### config.mk
export PLATFORM = sky130hd
export DESIGN_NAME = secure_rx_deframer
export DESIGN_NICKNAME = d
export VERILOG_FILES = /design/src/rtl/secure_rx_deframer.sv
export SDC_FILE = /design/constraint.sdc
export NUM_CORES = 1
export LEC_CHECK = 0
export ABC_AREA = 0
export ABC_CLOCK_PERIOD_IN_PS = 10850
export CAP_MARGIN = 30
export CORE_MARGIN = 3
export CORE_UTILIZATION = 43
export DETAILED_ROUTE_END_ITERATION = 10
export GPL_TIMING_DRIVEN = 0
export PLACE_DENSITY = 0.7
export RECOVER_POWER = 25
export SLEW_MARGIN = 40
export SYNTH_ARGS = -nofsm -noshare
export SYNTH_HDL_FRONTEND = slang
export SYNTH_SLANG_ARGS = --single-unit
### constraint.sdc
create_clock -name clk -period 10.85 [get_ports clk]
set_input_delay 1.085 -clock clk [delete_from_list [all_inputs] [get_ports clk]]
set_output_delay 1.085 -clock clk [all_outputs]
set_load 0.02 [all_outputs]
### src/rtl/secure_rx_deframer.sv
// Receive deframer: hunts for a sync byte, gathers a 16-byte block plus XOR checksum,
// and hands the key-decrypted block to a one-entry valid/ready output buffer.
module secure_rx_deframer #(
  parameter logic [7:0] SYNC_BYTE   = 8'hA5,
  parameter int         TIMEOUT_CYC = 1000,
  parameter int         CNT_W       = 16
) (
  input  logic             clk,
  input  logic             rst,
  input  logic [7:0]       in_data,
  input  logic             in_valid,
  output logic             in_ready,
  input  logic [127:0]     key,
  output logic [127:0]     out_data,
  output logic             out_valid,
  input  logic             out_ready,
  output logic             crc_err,
  output logic             timeout_err,
  output logic [CNT_W-1:0] frame_cnt,
  output logic [CNT_W-1:0] err_cnt
);

  localparam int TMO_W = $clog2(TIMEOUT_CYC + 1);
  localparam logic [TMO_W-1:0] TMO_LAST = TMO_W'(TIMEOUT_CYC - 1);

  localparam logic [1:0] ST_HUNT    = 2'd0;
  localparam logic [1:0] ST_PAYLOAD = 2'd1;
  localparam logic [1:0] ST_CSUM    = 2'd2;

  logic [1:0]       state_q, state_d;
  logic [3:0]       idx_q, idx_d;
  logic [7:0]       csum_q, csum_d;
  logic [127:0]     shift_q, shift_d;
  logic [TMO_W-1:0] tmo_q, tmo_d;
  logic [127:0]     out_data_q, out_data_d;
  logic             out_valid_q, out_valid_d;
  logic             crc_err_q, crc_err_d;
  logic             timeout_err_q, timeout_err_d;
  logic [CNT_W-1:0] frame_cnt_q, frame_cnt_d;
  logic [CNT_W-1:0] err_cnt_q, err_cnt_d;

  logic ready;
  logic accept;
  logic load;

  always_comb begin
    ready = 1'b0;
    case (state_q)
      ST_HUNT:    ready = 1'b1;
      ST_PAYLOAD: ready = 1'b1;
      // The checksum byte may only land when the output buffer can take the block.
      ST_CSUM:    ready = !out_valid_q || out_ready;
      default:    ready = 1'b0;
    endcase
  end

  assign accept   = in_valid && ready;
  assign in_ready = ready && !rst;

  always_comb begin
    // NOTE: every _d takes its _q value first, so no path through this block can infer a latch.
    state_d       = state_q;
    idx_d         = idx_q;
    csum_d        = csum_q;
    shift_d       = shift_q;
    tmo_d         = tmo_q;
    out_data_d    = out_data_q;
    out_valid_d   = out_valid_q;
    crc_err_d     = 1'b0;
    timeout_err_d = 1'b0;
    frame_cnt_d   = frame_cnt_q;
    err_cnt_d     = err_cnt_q;
    load          = 1'b0;

    case (state_q)
      ST_HUNT: begin
        if (accept && in_data == SYNC_BYTE) begin
          state_d = ST_PAYLOAD;
          idx_d   = 4'd0;
          csum_d  = 8'd0;
        end
      end
      ST_PAYLOAD: begin
        if (accept) begin
          shift_d = {shift_q[119:0], in_data};
          csum_d  = csum_q ^ in_data;
          idx_d   = idx_q + 4'd1;
          if (idx_q == 4'd15) state_d = ST_CSUM;
        end
      end
      ST_CSUM: begin
        if (accept) begin
          if (in_data == csum_q) load = 1'b1;
          else                   crc_err_d = 1'b1;
          state_d = ST_HUNT;
        end
      end
      default: state_d = ST_HUNT;
    endcase

    // Idle cycles inside a frame age the timer; back-pressured checksum cycles hold it.
    if (state_q == ST_HUNT) begin
      tmo_d = '0;
    end else if (accept) begin
      tmo_d = '0;
    end else if (ready) begin
      if (tmo_q == TMO_LAST) begin
        timeout_err_d = 1'b1;
        state_d       = ST_HUNT;
        tmo_d         = '0;
      end else begin
        tmo_d = tmo_q + TMO_W'(1);
      end
    end

    if (load) begin
      out_data_d  = shift_q ^ key;
      out_valid_d = 1'b1;
    end else if (out_valid_q && out_ready) begin
      out_valid_d = 1'b0;
    end

    if (load && frame_cnt_q != '1) frame_cnt_d = frame_cnt_q + CNT_W'(1);
    if ((crc_err_d || timeout_err_d) && err_cnt_q != '1) err_cnt_d = err_cnt_q + CNT_W'(1);
  end

  // NOTE: the wide data registers are reset as well, so out_data reads 0 straight after reset.
  always_ff @(posedge clk or posedge rst) begin
    if (rst) begin
      state_q       <= ST_HUNT;
      idx_q         <= 4'd0;
      csum_q        <= 8'd0;
      shift_q       <= '0;
      tmo_q         <= '0;
      out_data_q    <= '0;
      out_valid_q   <= 1'b0;
      crc_err_q     <= 1'b0;
      timeout_err_q <= 1'b0;
      frame_cnt_q   <= '0;
      err_cnt_q     <= '0;
    end else begin
      // NOTE: non-blocking updates so every flop samples the same pre-edge values.
      state_q       <= state_d;
      idx_q         <= idx_d;
      csum_q        <= csum_d;
      shift_q       <= shift_d;
      tmo_q         <= tmo_d;
      out_data_q    <= out_data_d;
      out_valid_q   <= out_valid_d;
      crc_err_q     <= crc_err_d;
      timeout_err_q <= timeout_err_d;
      frame_cnt_q   <= frame_cnt_d;
      err_cnt_q     <= err_cnt_d;
    end
  end

  assign out_data    = out_data_q;
  assign out_valid   = out_valid_q;
  assign crc_err     = crc_err_q;
  assign timeout_err = timeout_err_q;
  assign frame_cnt   = frame_cnt_q;
  assign err_cnt     = err_cnt_q;

endmodule

### Word-level counts from Yosys, hierarchy flattened

Index checks and enable logic that the tools add are counted.

| operators by class | value |
|---|---|
| add/subtract/negate cells | 4 |
| equality and inequality tests | 10 |
| multiplexer cells | 32 |
| bitwise gates (word level) | 2 |
| reduce and logical (&&, ||, !) cells | 17 |

Operator list:

| cell | count |
|---|---|
| 128-bit bitwise XOR | 1 |
| 10-bit 2-to-1 mux | 4 |
| 16-bit by 1-bit adder with 16-bit output (second input constant) | 2 |
| 16-bit inequality test (second input constant) | 2 |
| 2-bit 2-to-1 mux | 8 |
| 8-bit 2-to-1 mux | 2 |
| 8-bit one-hot mux with 2 select lines | 1 |
| 1-bit 2-to-1 mux | 12 |
| 10-bit by 1-bit adder with 10-bit output (second input constant) | 1 |
| 10-bit == test (second input constant) | 1 |
| 8-bit == test | 1 |
| 8-bit == test (second input constant) | 1 |
| 4-bit 2-to-1 mux | 2 |
| 4-bit one-hot mux with 2 select lines | 1 |
| 8-bit bitwise XOR | 1 |
| 1-bit logical AND | 6 |
| 2-bit one-hot mux with 3 select lines | 1 |
| 4-bit by 1-bit adder with 4-bit output (second input constant) | 1 |
| 4-bit == test (second input constant) | 1 |
| 2-bit inequality test (second input constant) | 2 |
| 2-bit nonzero test | 2 |
| 3-bit AND reduction | 1 |
| 3-bit nonzero test | 1 |
| 2-bit by 1-bit == test with 1-bit output (second input constant) | 1 |
| 7 further kinds | 9 |

| word-level totals | value |
|---|---|
| register bits after elaboration | 315 |
| input port bits | 140 |
| output and inout bits | 164 |

### Depth between registers and ports, before layout

Gate-level depths: netlist of run 1.

| depth | value |
|---|---|
| word-level depth | 11 |
| gate-level depth with buffers | 9 |

### Least setup slack after synthesis of run 1

Ideal clock, no wire load.

| timing | value |
|---|---|
| path kind | input to output |
| start point | input out_ready |
| end point | output in_ready |
| arrival time | 1881 ps |
| slack | 7884 ps |
| stages | 4 |
| cells stage by stage | nor2b_1 -> o21a_1 -> clkbuf_1 -> nor2_1 |

| on the way | value |
|---|---|
| longest elaborated chain between the ends | 3 |

RTL lines:

| item | RTL line | RTL |
|---|---|---|
| from (decl) | 16 | `input logic out_ready,` |
| 1-bit logical OR | 52 | `ST_CSUM: ready = !out_valid_q \|\| out_ready;` |
| 1-bit one-hot mux with 2 select lines | 48 | `case (state_q)` |
| 1-bit logical AND | 58 | `assign in_ready = ready && !rst;` |
| to (decl) | 12 | `output logic in_ready,` |

Every way passes these cells.

==> run summary, run 1 <==
Across the VDD grid, the largest voltage drop is 89.2 uV. The clock arrives with 0.0198 ns of skew. The finished cells cover 18000 um^2. The worst setup path is captured at an async pin. The cell count after synthesis is 1372, and the power per cell area is 154 nW/um^2. The tools report the placement-stage cell area as 16900 um^2. Across the run, the number of max-cap violations was 5. In this run the count of I/O pins placed on the die edge is 304.

The register bit total from synthesis works out to 315. The via count of the first global-routing pass was 10800; the count of filler cells inserted in the layout was 2578. The H-tree was split into 2 levels.

The logs give 324 for the max-slew violation total from the final report and 0 for the number of resized instances in the post-cts repair step. In the routed layout, each cell is associated on average with a via count of 5.00. The checks that failed: capacitance limit, slew limit.

STA classifies the critical path startpoint as an input port. The run gives 0 as the number of endpoints with negative hold slack in the final report. The maximum buffer depth of the clock tree is 3, and the summed negative setup slack over all endpoints is 0 ns. Data on the critical path is required at its endpoint by 10.45 ns.

In this run the clock root is driven by a clkbuf_16. The largest stage delay on the critical path was 3.05 ns. Summed over all layers, the routed wires come to 36500 um.

Among cell families on the critical path, the largest total delay comes from buffers and inverters. The number of antenna violations at the first check in global routing was 3. Global routing finished with a remaining overflow of 0.

The detailed router finished its first iteration with 730 violations. The tools report the core outline area as 30000 um^2. The area growth from synthesis to layout is 36.3%. Setup repair after global routing left no endpoint under its margin. The first global-routing pass estimated 58600 um of wire. The routed design could run at a clock period as short as 6.16 ns. Measured against its own limit, the worst slew margin works out to -184%. The count of cells along the worst hold path was 1. The number of hold buffers added after CTS was 0. The tools report the number of detailed-routing iterations run before antenna repair as 5.

The final clock period utilization by the worst path works out to 56.8%. Critical path class: input port to async pin. The number of nets handed over by synthesis was 1516. The critical path depth in cells was 3.

The share of final-layout standard cells stronger than drive strength 1 works out to 5.51%. Leaving out fill and tap cells, the most frequent cell in the layout is nand2_1. In this run the worst path has a maximum fanout of 80. The worst path meets setup with 4.69 ns of slack. Timing analysis after detailed placement gives a worst setup slack of 6.75 ns. Across every metal layer, demand over resource in global routing totals 21.9%.

At the end of the flow, the number of nets in the layout was 1861. The tightest min-delay check is of the flip-flop to flip-flop type. The number of failing setup endpoints in the final timing report came out at 0.

A synthesized cell averages 9.63 um^2. The repair_antennas step left the layout with diodes totalling 0. The number of different library cells in the post-synthesis netlist is 41. The tools report the clock latency at the later pin of the worst-skew pair as 0.51 ns.

The synthesized area is 13200 um^2, and the length in cells of the worst reg-to-reg path is 8. TritonCTS built the clock tree. The clock slew at the register clock pins of the worst setup and hold paths was 0.06 ns; the instance count after placement with tap cells included was 2069.

Once the clock tree was built, the setup fixing pass inserted 0 buffers. From left edge to right edge, the die measures 181 um. Counting the buffers created by CTS gives 36. From bottom edge to top edge, the die measures 181 um. The floorplan die area was 32900 um^2; the data arrival time of the critical path was 5.76 ns.

For the HPWL after detailed placement, the log shows 26700 um. After the flow finishes, the layout carries non-filler instances totaling 2132. Initial core utilization: 44.1%.

The slowest stage of the critical path belongs to the cell clkbuf_1. Yosys printed 0 warnings. In this run the tool buffered the top-level ports with 303 buffer cells. CTS saw 315 sinks. The actual slew at the worst max-slew pin is 4.27 ns, and the buffering stage count on the worst path with inverters included is 3. Walking the worst path, the cells encountered are dlygate4sd3_1 > clkinvlp_2 > clkbuf_1. In this run the remaining antenna-violating nets after routing total 0. The flow ran to the end, but the final reports show violations. At the end of routability-driven placement, the weighted congestion stood at 0.814.

Leaving out fill and tap cells, the most frequent cells in the layout are nand2_1, dfrtp_1, clkdlybuf4s50_1, nor2_1, xnor2_1. The detailed-route DRC error count came out at 0. The placement row count is 63, and the average wire per standard cell is 17.1 um.

Entering global routing, the biggest net connects 81 pins. Detailed routing inserted a total of 10700 vias. Summed over all cells, the static leakage comes to 8.50 nW.

For the sequential-to-total area share from yosys stat, the log shows 59.6%. Based on the critical path, the design can be clocked at up to 162 MHz.
flip-flops by register name (all words and copies together) (netlist names), 2 cells and up:
signal     count
frame_cnt     16
err_cnt       16
shift_q      128
idx_q          4
tmo_q         10
state_q        2
out_data     128
csum_q         8
layout make-up:
cell class | count | area (um^2) | area share [%]
Timing Repair Buffer | 307 | 3050 | 16.9
Tap cell | 390 | 488 | 2.71
Sequential cell | 315 | 7880 | 43.7
Clock buffer | 46 | 1030 | 5.72
Clock inverter | 17 | 234 | 1.30
Inverter | 6 | 23.8 | 0.132
Multi-Input combinational cell | 987 | 5030 | 27.9
Buffer | 64 | 277 | 1.53
layer usage:
metal	routed length (um)	up-vias	part of all wire, %	GRT usage, %
li1	-	5090	-	-
met1	15700	5207	43	29.4
met2	17700	295	48	36.3
met3	2240	66	6.1	5.03
met4	920	4	2.5	5.55
met5	25	-	0.068	0
final timing paths:
check	slack [ns]	startpoint	to
hold / removal	0.49	csum_q[7]	csum_q[7]
hold reg to reg	0.49	csum_q[7]	csum_q[7]
min in group asynchronous	1.46	rst	state_q[1]
setup reg to reg	8.23	state_q[0]	out_data[38]
setup / recovery	4.69	rst	out_data[101]
max in group clk	6.77	out_ready	in_ready
metrics by stage:
stage / utilization (%) / power [mW] / hold slack [ns]
6_report: 60.2 / 2.78 / 0.491
4_1_cts: 60.5 / 2.82 / 0.496
3_5_place_dp: 56.3 / 1.53 / 0.480
2_1_floorplan: - / 1.42 / 0.464
5_1_grt: 60.2 / 2.89 / 0.513
3_3_place_gp: 55.9 / 1.52 / 0.479
report_power, final:
| group | internal [mW] | total (mW) | switching (mW) |
|---|---|---|---|
| Sequential | 1.23 | 1.29 | 0.0585 |
| Clock | 0.792 | 1.27 | 0.481 |
| Combinational | 0.117 | 0.221 | 0.104 |
| Total | 2.14 | 2.78 | 0.644 |
synthesized netlist by cell type, drive strengths merged:
master  number  area share, %
a211oi       1          0.057
a21o         1          0.057
a21oi      132            5.0
a22o         2           0.13
a31oi        3           0.14
a41oi        1          0.066
and2         2          0.095
and3         7           0.33
and4         6           0.40
buf         28            1.1
clkbuf      36            1.0
dfrtp      315             60
ha           4           0.38
inv          6           0.17
mux2         2           0.17
mux2i        2           0.15
nand2      419             12
nand2b       4           0.19
nand3       15           0.57
nand4       13           0.62
nand4b       2           0.13
nor2       156            4.4
nor2b        4           0.19
nor3         8           0.39
nor4         2          0.095
o21a         1          0.057
o21ai       22           0.83
o21ba        1          0.076
o221ai       1          0.066
o22a         1          0.066
o22ai        1          0.047
or2          3           0.14
or3          1          0.047
or3b         1          0.066
or4b         1          0.076
xnor2      151             10
xor2        17            1.1
kinds of logic after synthesis:
kind of cell | Yosys count | share of synthesized area (%)
compound gates | 167 | 6.60
xor+xnor | 168 | 11.1
flops | 315 | 59.6
mux | 4 | 0.322
fa+ha+maj | 4 | 0.379
simple gates | 644 | 19.7
buf+inv | 70 | 2.25
Power figures use the tool's default switching activity.
==> run 2, diff against run 1 <==
--- a/config.mk
+++ b/config.mk
@@ -6,13 +6,13 @@
 export NUM_CORES = 1
 export LEC_CHECK = 0
 export ABC_AREA = 0
-export ABC_CLOCK_PERIOD_IN_PS = 10850
+export ABC_CLOCK_PERIOD_IN_PS = 4900
 export CAP_MARGIN = 30
 export CORE_MARGIN = 3
 export CORE_UTILIZATION = 43
 export DETAILED_ROUTE_END_ITERATION = 10
 export GPL_TIMING_DRIVEN = 0
-export PLACE_DENSITY = 0.7
+export PLACE_DENSITY = 0.73
 export RECOVER_POWER = 25
 export SLEW_MARGIN = 40
 export SYNTH_ARGS = -nofsm -noshare
==> constraint.sdc (replaced) <==
create_clock -name clk -period 4.9 [get_ports clk]
set_input_delay 0.49 -clock clk [delete_from_list [all_inputs] [get_ports clk]]
set_output_delay 0.49 -clock clk [all_outputs]
set_load 0.02 [all_outputs]
==> run 2 against run 1 <==
  * The flow now finishes without violations
  * Worst hold slack got worse by 0.083 ns
  * Cell count rose by 0.61%
  * Worst setup slack got worse by 2.8 ns
  * Die area did not move
  * Total power rose by 110%
  * Routed wire length rose by 1.4%
  * Non-clock buffer count rose by 12
  * Clock skew fell by 0.012 ns
  * Critical path depth rose by 3
  * Count of clock-buffer cells in the layout rose by 3
  * Register-to-register slack got worse by 6.3 ns
  * First-iteration DRC count fell by 17%
  * Critical path type unchanged
  * Largest cell class unchanged
  * Highest routed layer unchanged
==> run summary, run 2 (synthesis gave the netlist of run 1 again) <==
The flow ran to the end, and the final reports show no timing, DRC or antenna violations. The floorplan die width works out to 181 um (unchanged). The reported max-cap violation count was 0 (-5). The maximum number of pins on one net before global-route repair was 26 (-68%). Setup repair after global routing left no endpoint under its margin. The tree is rooted in a clkbuf_16. The logs give 315 (unchanged) for the CTS sink count and 36 (unchanged) for the number of CTS-inserted buffers. The tools report the data arrival time of the critical path as 3.73 ns (-2.03 ns). The run gives 304 (unchanged) as the number of placed I/O pins.

The global routing met2 resource utilization was 37.2% (+0.91 points). The switching part of the total is 23.7% (+0.55 points). The number of vias per cell was 4.94 (-1.1%). The worst slack at placement was 1.42 ns (-5.32 ns).

The run gives 0 (unchanged) as the buffers inserted during post-CTS setup optimization. The critical path goes through dlygate4sd3_1 > clkinvlp_2 > clkbuf_1 > clkbuf_1 > buf_16 > buf_16. Most frequent standard cell in the layout excluding fill and tap cells: nand2_1. The path class of the tightest hold or removal check is input port to async pin.

The actual slew at the worst max-slew pin works out to 1.38 ns (-2.89 ns). The number of antenna violations at the first check in global routing is 7 (+4). Cell at the slowest stage of the critical path: clkbuf_1. For the core outline area, the log shows 30000 um^2 (unchanged). The quantity of hold-fixing buffers added after cts is 0 (unchanged), and the total net switching power is 1.41 mW (+120%). The highest net fanout along the worst path is 23 (-71%), and the sequential cell fraction of total power is 47.9% (+1.6 points).

For the number of detailed-routing iterations run before antenna repair, the log shows 5 (unchanged). The run gives 0.50 ns (about the same) as the clock latency at the later pin of the worst-skew pair. The fraction of met1 tracks used by global routing is 29.4% (-0.057 points), and the clock slew at the register clock pins of the worst setup and hold paths is 0.06 ns (about the same). The worst slew margin relative to its limit was 7.92% (+190 points). The instance count after placement with tap cells included came out at 2081 (+0.58%). Internal power contribution: 4.53 mW (+110%). The logs give 0 (unchanged) for the number of failing setup endpoints in the final timing report and 63 (unchanged) for the placement row count. The run gives 27500 um (+2.9%) as the HPWL after detailed placement. Timing would allow up to 330 MHz. The worst clock skew was 0.00777 ns (-0.0120 ns); the global-route usage over all layers was 22.2% (+0.27 points). Final cell count without fillers: 2145 (+0.61%). The tools report the clock share of power as 43.3% (-2.5 points).

For the share of total power in combinational logic, the log shows 8.8% (+0.8 points). In the layout the commonest cells are nand2_1, dfrtp_1, clkdlybuf4s50_1, nor2_1, xnor2_1. The data required time at the worst endpoint is 5.60 ns (-4.85 ns). The synthesis-to-layout area growth is 37.3%. The tools report the kind of end point of the critical path as an async pin.

The final period demand of the worst path was 3.03 ns; the number of resized instances in the post-cts repair step was 0 (unchanged). The number of antenna-violating nets in the routed design came out at 0 (unchanged). The logs give 8.55 nW (+0.62%) for the leakage dissipation and 2 (unchanged) for the total number of H-tree levels.

The floorplan die area was 32900 um^2 (unchanged); the y dimension of the die was 181 um (unchanged). The total congestion overflow is 0 (unchanged). The tools report the max-slew violation total from the final report as 0 (-100%). The via count of the first global-routing pass is 10800 (+0.028%), and the wire length of the first global-routing pass is 58900 um (+0.59%). The logs give 0.847 (+4.0%) for the placer congestion estimate and 1873 (+0.64%) for the final-stage net count. The power per cell area was 327 nW/um^2 (+110%); the share of final-layout standard cells stronger than drive strength 1 was 5.60% (+0.086 points).

The logs give 10600 (-0.53%) for the number of vias after detailed routing and 3 (unchanged) for the maximum buffer depth of the clock tree. Number of buffers added on ports: 303 (unchanged). The number of endpoints with negative hold slack in the final report was 0 (unchanged); the average wire per standard cell was 17.3 um (+0.78%). The largest stage delay on the critical path is 1.04 ns (-2.01 ns).

The initial core utilization was 44.1% (unchanged). The global routing stage identified its most utilized layer as met2. The maximum resistive drop on vdd was 276 uV (+210%); the final clock period utilization by the worst path was 61.8%. The met3 global-route usage was 4.61% (-0.42 points); the setup slack after layout was 1.87 ns (-2.82 ns).

The summed negative setup slack over all endpoints is 0 ns (unchanged). TritonCTS built the clock tree. STA classifies the critical path startpoint as an input port. The violation count after the first detailed-route iteration came out at 607 (-17%).

The setup path with the least slack is of type input port to async pin. The tools report the routed wire length as 37000 um (+1.4%). The tools report the detailed-route DRC error count as 0 (unchanged).
run 2: worst max-delay path, delay by kind of cell:
kind,cells,cell delay (ns)
buf+inv,6,3.22
run 2: per-layer routing:
layer  part of all wire (%)  routed length, um  up-vias
met5                  0.062                 23        -
met4                    2.4                878        4
met3                    5.7               2100       63
met2                     49              18200      271
met1                     43              15800     5154
li1                       -                  -     5113
run 2: per-stage QoR:
step                      area (um^2)  hold slack (ns)  power [mW]  utilization (%)
after floorplan                 13200            0.464        3.16                -
after global placement          16700            0.473        3.38             55.9
after detailed placement        17100            0.482        3.44             57.2
after CTS                       18300            0.280        6.04             61.0
after global routing            18100            0.421        6.20             60.6
final                           18100            0.408        5.94             60.6
run 2: worst paths after layout:
| kind | from | endpoint | depth (start not counted) | slack, ns |
|---|---|---|---|---|
| max | rst | out_data[107] | 6 | 1.87 |
| min | rst | tmo_q[8] | 2 | 0.41 |
| max reg2reg | state_q[0] | out_data[23] | 7 | 1.98 |
| min reg2reg | frame_cnt[9] | frame_cnt[9] | 1 | 0.49 |
| max in group clk | in_valid | out_data[23] | 7 | 1.98 |
| min in group clk | frame_cnt[9] | frame_cnt[9] | 1 | 0.49 |
run 2: power groups by stage:
| stage | clock network (mW) | logic (mW) | registers, mW |
|---|---|---|---|
| 2_1_floorplan | 0 | 0.303 | 2.85 |
| 3_3_place_gp | 0 | 0.481 | 2.90 |
| 3_5_place_dp | 0 | 0.538 | 2.90 |
| 4_1_cts | 2.64 | 0.543 | 2.85 |
| 5_1_grt | 2.76 | 0.578 | 2.87 |
| 6_report | 2.57 | 0.520 | 2.85 |
run 2: layout make-up:
cell class                      count  area, um^2
Multi-Input combinational cell    987        5030
Fill cell                        2522       11800
Clock inverter                     11        95.1
Antenna cell                        4        10.0
Inverter                            6        23.8
Timing Repair Buffer              319        3290
Sequential cell                   315        7880
Clock buffer                       49        1040
Tap cell                          390         488
Buffer                             64         275
==> run 3, diff against run 2 <==
--- a/config.mk
+++ b/config.mk
@@ -6,13 +6,13 @@
 export NUM_CORES = 1
 export LEC_CHECK = 0
 export ABC_AREA = 0
-export ABC_CLOCK_PERIOD_IN_PS = 4900
+export ABC_CLOCK_PERIOD_IN_PS = 3200
 export CAP_MARGIN = 30
 export CORE_MARGIN = 3
 export CORE_UTILIZATION = 43
 export DETAILED_ROUTE_END_ITERATION = 10
 export GPL_TIMING_DRIVEN = 0
-export PLACE_DENSITY = 0.73
+export PLACE_DENSITY = 0.7
 export RECOVER_POWER = 25
 export SLEW_MARGIN = 40
 export SYNTH_ARGS = -nofsm -noshare
==> constraint.sdc (replaced) <==
create_clock -name clk -period 3.2 [get_ports clk]
set_input_delay 0.32 -clock clk [delete_from_list [all_inputs] [get_ports clk]]
set_output_delay 0.32 -clock clk [all_outputs]
set_load 0.02 [all_outputs]
==> run 3 against run 2 <==
  * Count of clock-buffer cells in the layout decreased by 6
  * Via count increased by 1.8%
  * Clock power increased by 70%
  * Die area unchanged
  * Sequential power increased by 53%
  * First-iteration DRC count increased by 2.0%
  * Core utilization increased by 0.43 points
  * Sequential share of layout area decreased by 0.31 points
  * Cell count about the same
  * Global-route usage about the same
  * Critical path type is now flip-flop to flip-flop
  * Critical endpoint is now out_data[21]
  * Largest power group is now the clock network
==> run summary, run 3 (synthesis gave the netlist of run 1 again) <==
For the finished layout, the period the worst path requires is 2.85 ns. The placement row count came out at 63 (unchanged). The run gives 27 (+3.8%) as the maximum number of pins on one net before global-route repair. The clock share of power came out at 46.0% (+2.7 points). The power after layout is 9.53 mW (+60%).

The worst register-to-register path ends at out_data[21]. The run gives 0 (unchanged) as the total congestion overflow. After detailed routing, no signal wire sits above met5. The clock slew at the register clock pins of the worst setup and hold paths was 0.06 ns (about the same); the floorplan die width was 181 um (unchanged).

The number of buffers added on ports came out at 303 (unchanged). The tools report the worst clock skew as 0.0103 ns (+0.00253 ns). The worst slack at placement was -0.0868 ns (-1.51 ns); the final cell count without fillers was 2143 (-0.093%).

The total number of H-tree levels was 2 (unchanged); the number of vias after detailed routing was 10800 (+1.8%). For the global-route usage over all layers, the log shows 22.2% (+0.029 points). For the wire length on met2, the log shows 17900 um (-2.1%). Via count of the first global-routing pass: 11000 (+2.1%). The number of detailed-routing iterations run before antenna repair is 4 (-1). The tools report the kind of end point of the critical path as a flip-flop. For the leakage dissipation, the log shows 8.63 nW (+0.93%). The run gives 59400 um (+0.75%) as the wire length of the first global-routing pass. The core outline area was 30000 um^2 (unchanged); the maximum buffer depth of the clock tree was 3 (unchanged).

The internal power contribution is 7.38 mW (+63%). The HPWL after detailed placement is 27700 um (+0.59%), and the actual slew at the worst max-slew pin is 1.40 ns (+0.0157 ns). The capturing instance or port of the critical path was out_data[21]. The detailed-route DRC error count was 0 (unchanged). The number of resized instances in the post-cts repair step came out at 0 (unchanged). TritonCTS built the clock tree. The quantity of hold-fixing buffers added after cts is 0 (unchanged), and the data required time at the worst endpoint is 3.57 ns (-2.03 ns). The y dimension of the die was 181 um (unchanged). The switching part of the total was 22.6% (-1.1 points); the buffers inserted during post-CTS setup optimization was 0 (unchanged).

The CTS sink count was 315 (unchanged); the number of failing setup endpoints in the final timing report was 0 (unchanged). The run gives 3.23 ns (-0.50 ns) as the data arrival time of the critical path. The reported max-cap violation count came out at 0 (unchanged).

The area growth from synthesis to layout is 38.3%. The power per cell area works out to 522 nW/um^2 (+59%). The logs give 350 MHz for the highest achievable clock rate and 6.87% (-1.0 points) for the worst slew margin relative to its limit. The startpoint type of the worst setup path was a flip-flop.

The worst register-to-register path begins at state_q[0]. The finished layout cell area came out at 18300 um^2 (+0.72%). The highest net fanout along the worst path was 10 (-57%); the routed wire length was 37100 um (+0.36%). The length in cells of the worst reg-to-reg path works out to 7 (unchanged). The number of placed I/O pins is 304 (unchanged). The tools report the source of the critical timing path as state_q[0].

For the number of antenna violations at the first check in global routing, the log shows 6 (-1). The share of final-layout standard cells stronger than drive strength 1 was 5.82% (+0.23 points); the final-stage net count was 1871 (-0.11%). The number of vias per cell was 5.04 (+1.9%). The wire length on met1 was 16100 um (+2.1%). The run gives 0 (unchanged) as the number of endpoints with negative hold slack in the final report.

The top cell types in the final layout, fill and taps aside, are nand2_1, dfrtp_1, clkdlybuf4s50_1, nor2_1, xnor2_1. For the sequential cell fraction of total power, the log shows 45.7% (-2.2 points). The placer congestion estimate is 0.816 (-3.7%). The share of total power in combinational logic was 8.3% (-0.5 points).

The critical path class was flip-flop to flip-flop. For the clock latency at the later pin of the worst-skew pair, the log shows 0.50 ns (about the same). The worst reg-to-reg setup slack came out at 0.35 ns (-1.63 ns).

The logs give 32900 um^2 (unchanged) for the floorplan die area and 44.1% (unchanged) for the initial core utilization. The class of the tightest hold or removal check was input port to async pin. For the instance count after placement with tap cells included, the log shows 2081 (unchanged). The number of CTS-inserted buffers was 34 (-5.6%); the summed negative setup slack over all endpoints was 0 ns (unchanged).

The library cell used most frequently in the layout, excluding fill and tap cells, is nand2_1. The flow ran to the end, and the final reports show no timing, DRC or antenna violations. The maximum resistive drop on vdd is 372 uV (+34%). Setup repair after global routing left no endpoint under its margin.

The number of antenna-violating nets in the routed design came out at 0 (unchanged). The total net switching power is 2.15 mW (+53%). The violation count after the first detailed-route iteration was 619 (+2.0%); the final clock period utilization by the worst path was 89.2%. The tools report the placement-stage cell area as 17100 um^2 (-0.12%). Clock tree root driver cell: clkbuf_16. The max-slew violation total from the final report was 0 (unchanged). The average wire per standard cell is 17.3 um (+0.45%), and the setup slack after layout is 0.345 ns (-1.53 ns). Routed length on met3: 2310 um (+10%).
run 3: area by class of cell:
cell class                 count  area [um^2]
antenna                        1         2.50
sequential                   315         7880
clock buffer                  43          968
inverter                       6         23.8
clock inverter                18          299
timing repair buffer         319         3300
buffer                        64          275
tap                          390          488
multi-input combinational    987         5030
fill                        2511        11700
run 3: metal layers:
| metal | GRT usage [%] | up-vias |
|---|---|---|
| li1 | - | 5126 |
| met2 | 36.7 | 303 |
| met4 | 5.30 | 8 |
| met5 | 0 | - |
| met1 | 30.0 | 5292 |
| met3 | 5.15 | 65 |
run 3: metrics by stage:
stage	hold WS (ns)	util [%]
floorplan	0.438	-
global placement	0.478	55.9
detailed placement	0.478	57.2
CTS	0.163	61.4
global route	0.304	61.0
finish	0.276	61.0
run 3: power by group through the flow:
stage	Clock (mW)	Sequential, mW	Combinational (mW)
2_1_floorplan	0	4.37	0.464
3_3_place_gp	0	4.43	0.738
3_5_place_dp	0	4.43	0.818
4_1_cts	4.48	4.36	0.827
5_1_grt	4.64	4.39	0.888
6_report	4.38	4.36	0.793
run 3: worst max-delay path, cell delays in order, from the launching register on:
cell and delay, ns:
dfrtp_1 0.35, buf_2 0.16, nand2b_1 0.16, or3b_1 0.42, nor3_4 0.51, clkbuf_1 0.65, buf_2 0.37, a21oi_1 0.10
run 3: worst min-delay path by stage:
stage / endpoint / slack, ns / cells after the start
global route: csum_q[5] / 0.30 / 2
detailed placement: err_cnt[13] / 0.48 / 1
finish: csum_q[5] / 0.28 / 2
global placement: err_cnt[8] / 0.48 / 1
CTS: out_valid / 0.16 / 2
floorplan: shift_q[4] / 0.44 / 2
